[src/rtl/mem_port_arbiter.sv]
// Shares one data memory between instruction fetch and the MEM-stage load/store
// port. One grant per cycle; data wins contention unless fetch has been starved
// for STARVE_LIMIT consecutive cycles. Read responses are steered back to the
// right requester by a tag pipeline matching the fixed memory latency.
module mem_port_arbiter #(
  parameter int ADDR_W       = 32,
  parameter int DATA_W       = 32,
  parameter int MEM_LATENCY  = 1,
  parameter int STARVE_LIMIT = 3
) (
  input  logic              clk,
  input  logic              rst,
  input  logic              i_req,
  input  logic [ADDR_W-1:0] i_addr,
  output logic              i_gnt,
  output logic              i_stall,
  output logic              i_rvalid,
  output logic [DATA_W-1:0] i_rdata,
  input  logic              d_req,
  input  logic              d_we,
  input  logic [ADDR_W-1:0] d_addr,
  input  logic [DATA_W-1:0] d_wdata,
  output logic              d_gnt,
  output logic              d_stall,
  output logic              d_rvalid,
  output logic [DATA_W-1:0] d_rdata,
  output logic [ADDR_W-1:0] mem_addr,
  output logic              mem_we,
  output logic [DATA_W-1:0] mem_wdata,
  input  logic [DATA_W-1:0] mem_rdata,
  output logic [15:0]       conflict_cnt
);

  localparam logic [3:0] LIMIT = 4'(STARVE_LIMIT);

  logic [3:0]             starve_cnt;
  logic                   starved;
  logic                   rd_gnt;
  logic [MEM_LATENCY-1:0] vld_pipe;
  logic [MEM_LATENCY-1:0] src_pipe;
  logic                   rsp_vld;
  logic                   rsp_src;
  logic [DATA_W-1:0]      i_rdata_q;
  logic [DATA_W-1:0]      d_rdata_q;

  // Grant logic: data has priority unless fetch has hit the starvation limit.
  assign starved = (starve_cnt == LIMIT);
  assign i_gnt   = i_req & (~d_req | starved);
  assign d_gnt   = d_req & ~i_gnt;
  assign i_stall = i_req & ~i_gnt;
  assign d_stall = d_req & ~d_gnt;
  assign rd_gnt  = i_gnt | (d_gnt & ~d_we);

  // Memory port mux: idle cycles drive all zeros; fetch never writes.
  always_comb begin
    mem_addr  = '0;
    mem_we    = 1'b0;
    mem_wdata = '0;
    if (i_gnt) begin
      mem_addr = i_addr;
    end else if (d_gnt) begin
      mem_addr  = d_addr;
      mem_we    = d_we;
      mem_wdata = d_wdata;
    end
  end

  // Starvation counter: counts consecutive denied fetch cycles, saturating.
  always_ff @(posedge clk or negedge rst) begin
    if (!rst)                 starve_cnt <= '0;
    else if (!i_req || i_gnt) starve_cnt <= '0;
    else if (!starved)        starve_cnt <= starve_cnt + 4'd1;
  end

  // Contention counter for perf debug; sticks at all-ones.
  always_ff @(posedge clk or negedge rst) begin
    if (!rst)                                        conflict_cnt <= '0;
    else if (i_req && d_req && conflict_cnt != 16'hFFFF) conflict_cnt <= conflict_cnt + 16'd1;
  end

  // Response tag pipeline {valid, src}; shifts every cycle, src 1 = data port.
  always_ff @(posedge clk or negedge rst) begin
    if (!rst) begin
      vld_pipe <= '0;
      src_pipe <= '0;
    end else begin
      vld_pipe[0] <= rd_gnt;
      src_pipe[0] <= d_gnt;
      for (int k = 1; k < MEM_LATENCY; k++) begin
        vld_pipe[k] <= vld_pipe[k-1];
        src_pipe[k] <= src_pipe[k-1];
      end
    end
  end

  assign rsp_vld  = vld_pipe[MEM_LATENCY-1];
  assign rsp_src  = src_pipe[MEM_LATENCY-1];
  assign i_rvalid = rsp_vld & ~rsp_src;
  assign d_rvalid = rsp_vld & rsp_src;

  // Read data passes straight through on a response and otherwise holds the
  // last value delivered to that port.
  always_ff @(posedge clk or negedge rst) begin
    if (!rst) begin
      i_rdata_q <= '0;
      d_rdata_q <= '0;
    end else begin
      if (i_rvalid) i_rdata_q <= mem_rdata;
      if (d_rvalid) d_rdata_q <= mem_rdata;
    end
  end

  assign i_rdata = i_rvalid ? mem_rdata : i_rdata_q;
  assign d_rdata = d_rvalid ? mem_rdata : d_rdata_q;

endmodule

[config.mk]
export PLATFORM = sky130hd
export DESIGN_NAME = mem_port_arbiter
export DESIGN_NICKNAME = d
export VERILOG_FILES = /design/src/rtl/mem_port_arbiter.sv
export SDC_FILE = /design/constraint.sdc
export NUM_CORES = 1
export LEC_CHECK = 0
export ABC_AREA = 1
export BUFFER_PORTS_ARGS = -buffer_cell sky130_fd_sc_hd__buf_2
export CORE_ASPECT_RATIO = 1.2
export CORE_MARGIN = 4
export CORE_UTILIZATION = 30
export DETAILED_ROUTE_END_ITERATION = 10
export GPL_TIMING_DRIVEN = 0
export SETUP_SLACK_MARGIN = 0.1
export SYNTH_ARGS = -nofsm -noshare
export SYNTH_HDL_FRONTEND = slang
export SYNTH_SLANG_ARGS = --single-unit
[constraint.sdc]
create_clock -name clk -period 2.85 [get_ports clk]
set_input_delay 0.855 -clock clk [delete_from_list [all_inputs] [get_ports clk]]
set_output_delay 0.855 -clock clk [all_outputs]
set_load 0.005 [all_outputs]
==> results.py <==
metrics = {
    "outcome": {
        "status": "finished clean",
    },
    "cts": {
        "cts.clk_slew.worst_paths_ns": 0.07,
        "cts_tree": "done",
        "clockRootBuffer": "clkbuf_16",
        "clock_path_buffers": 2,
        "htree_levels": 3,
        "cts.sinks": 86,
        "cts_buffers": 9,
        "hold_buffers": 0,
        "worstSkewPairLatency_ns": 0.34,
    },
    "cells_and_area": {
        "final_nets": 1013,
        "utilization_pct": 46.0,
        "drive_gt1_share_pct": 39.4,
        "antennaDiodeCount": 0,
        "nFillCells": 1461,
        "multiInputGateArea_sq_um": 1730,
        "syn_to_final_growth_pct": 49.9,
        "ff_latch_area_sq_um": 2150,
    },
    "routing": {
        "avgViaCountPerCell": 4.37,
        "vias": 4601,
        "ant_nets": 0,
        "wl_microns": 15600,
        "drc": 0,
        "dr.pass1.iters": 4,
        "routedWlPerCell_microns": 14.8,
        "drtIter0Drc": 194,
    },
    "floorplan": {
        "die_y_microns": 138,
        "start_util_pct": 30.7,
        "dieArea_sq_um": 16200,
        "rows": 47,
        "io-pin-count": 284,
        "core_area_sq_um": 13900,
        "die_w_microns": 117,
    },
    "timing": {
        "finalSetupTns_ns": 0,
        "setup_slack_ns": 0.199,
        "worstMarginPinSlew_ns": 0.484,
        "clock_skew_ns": 0.00650,
        "min_period_over_period_pct": 93.0,
        "maxSlewViolCount": 0,
        "fmax_mhz": 377,
        "rsz0062_at_grt": "true",
        "holdWs_ns": 0.461,
        "slew-limit-headroom_pct": 67.7,
        "min_period_ns": 2.65,
        "setup_viol": 0,
        "hold_viol_final": 0,
    },
    "yosys": {
        "syn_area_sq_um": 4260,
        "synth_cells": 579,
        "seq_area_frac_synth_pct": 50.6,
        "synth.avg_cell_area_sq_um": 7.35,
        "synth-seq-cells": 86,
        "synth_edf_count": 0,
        "synth_nets": 714,
        "async_flop_share_pct": 100,
        "netlist-cell-type-count": 26,
        "synth_flop_cell": "dfrtp_1",
        "synth_warnings": 0,
    },
    "setup_path": {
        "worst-setup-path-type": "in -> out",
        "r2r-end": "conflict_cnt[11]$_DFFE_PN0P_",
        "rr_worst_depth": 8,
        "endpoint_kind": "primary output",
        "crit_fanout": 11,
        "crit_start": "d_req",
        "rr_startpoint": "conflict_cnt[0]$_DFFE_PN0P_",
        "critPathArrivalTime_ns": 1.80,
        "worstSetupStartpointType": "input port",
        "crit_end": "mem_addr[23]",
        "r2r_slack_ns": 1.23,
        "worstPathRequired_ns": 2.00,
    },
    "power": {
        "p_leak_nw": 3.84,
        "p_per_area_nw_per_um2": 557,
        "peakVddDrop_uv": 228,
        "power.total_mw": 3.55,
    },
    "worst_hold_path": {
        "hp-class": "in -> async",
    },
    "placement": {
        "port_buffers": 283,
        "gp_congestion": 0.869,
        "preCtsSetupSlack_ns": 0.0349,
        "place_hpwl_microns": 12700,
    },
    "grt": {
        "grt_pass1_wl_microns": 23600,
        "grt_overflow": 0,
        "antenna_found_initial": 0,
        "grt_use_total_pct": 18.8,
        "grt_max_degree": 56,
        "grt_pass1_vias": 4432,
    },
    "job": {
        "cap_violations": 0,
    },
}
what timing repair did:
item | CTS | global route
endpoints found under the setup margin | 42 | 106
cloned | 0 | 1
hold endpoints to repair | 0 | 0
buffers inserted | 0 | 3
resized for setup | 9 | 40
pin swaps | 0 | 3
layout by cell type (no fill, tap or decap), types with 2 or more instances in the layout:
master	instances
a21oi_1	2
buf_1	3
buf_2	284
buf_4	6
buf_6	7
buf_8	2
clkbuf_16	10
clkbuf_2	7
dfrtp_1	86
inv_1	79
inv_2	2
inv_6	5
nand2_1	224
nand2_2	5
nand2_4	2
nand3_1	5
nand3b_1	5
nand4_1	2
nor2_1	50
nor2_2	6
o21ai_0	68
o21ai_1	3
o21ai_2	2
xnor2_1	4
worst min-delay path by stage:
stage,start,end,slack (ns)
finish,rst,conflict_cnt[14]$_DFFE_PN0P_,0.46
detailed placement,starve_cnt[0]$_DFFE_PN0P_,starve_cnt[0]$_DFFE_PN0P_,0.46
global placement,starve_cnt[0]$_DFFE_PN0P_,starve_cnt[0]$_DFFE_PN0P_,0.45
global route,rst,conflict_cnt[14]$_DFFE_PN0P_,0.49
CTS,rst,conflict_cnt[14]$_DFFE_PN0P_,0.47
floorplan,starve_cnt[0]$_DFFE_PN0P_,starve_cnt[0]$_DFFE_PN0P_,0.43
routing by layer:
layer	routed length (microns)	vias up	part of all wire, %	global-route usage [%]
met4	385	0	2.5	6.82
met3	1040	18	6.7	4.06
met2	7720	190	50	32.3
met1	6410	2040	41	22.7
met5	0	-	0	0
li1	-	2353	-	-
power by group:
| part | internal (mW) | total [mW] | leakage, nW | switching [mW] |
|---|---|---|---|---|
| Clock | 0.611 | 1.13 | 0.144 | 0.522 |
| Sequential | 1.43 | 1.52 | 1.08 | 0.0940 |
| Combinational | 0.403 | 0.902 | 2.61 | 0.499 |
| Total | 2.44 | 3.55 | 3.84 | 1.12 |
layout make-up:
cell class,count,share of cell area (%)
Inverter,82,5.02
Tap cell,171,3.35
Clock inverter,7,0.941
Buffer,24,2.65
Clock buffer,9,3.53
Timing Repair Buffer,288,23.7
Multi-Input combinational cell,387,27.1
Sequential cell,86,33.7
critical path: stages:
cell,delay [ns]
buf_2,0.16
nand2_4,0.09
nand2_4,0.08
nand2_8,0.12
clkinv_8,0.08
buf_8,0.15
nand2_1,0.05
nand2_1,0.08
buf_6,0.13
sequential cells by signal, indices dropped and copies added, names as in the netlist:
signal        count
d_rdata_q        32
i_rdata_q        32
conflict_cnt     16
starve_cnt        4
rsp_src           1
rsp_vld           1
synth_stat cells (3+ instances only):
| library cell | number | area share (%) |
|---|---|---|
| buf_2 | 7 | 0.82 |
| buf_4 | 3 | 0.53 |
| clkbuf_1 | 11 | 0.97 |
| dfrtp_1 | 86 | 51 |
| inv_1 | 80 | 7.1 |
| nand2_1 | 230 | 20 |
| nand3_1 | 5 | 0.59 |
| nand3b_1 | 5 | 0.88 |
| nor2_1 | 50 | 4.4 |
| nor2_2 | 6 | 0.88 |
| o21ai_0 | 68 | 8.0 |
| o21ai_1 | 3 | 0.35 |
| xnor2_1 | 4 | 0.82 |
kinds of logic (layout without fill, tap and decap cells):
kind of cell    count (synthesis)  count (layout)  synth area share [%]
compound gates                 75              75                  8.99
xor+xnor                        5               5                  1.03
fa+ha+maj                       2               2                 0.588
buf+inv                       106             410                  10.2
flops                          86              86                  50.6
simple gates                  305             305                  28.7
through the flow:
stage	instances	instance area (sq um)
floorplan	579	4260
finish	1054	6380
CTS	1050	6230
global placement	1033	5890
global route	1054	6380
detailed placement	1034	5920
Note: power is estimated with default switching activity, not from simulation.
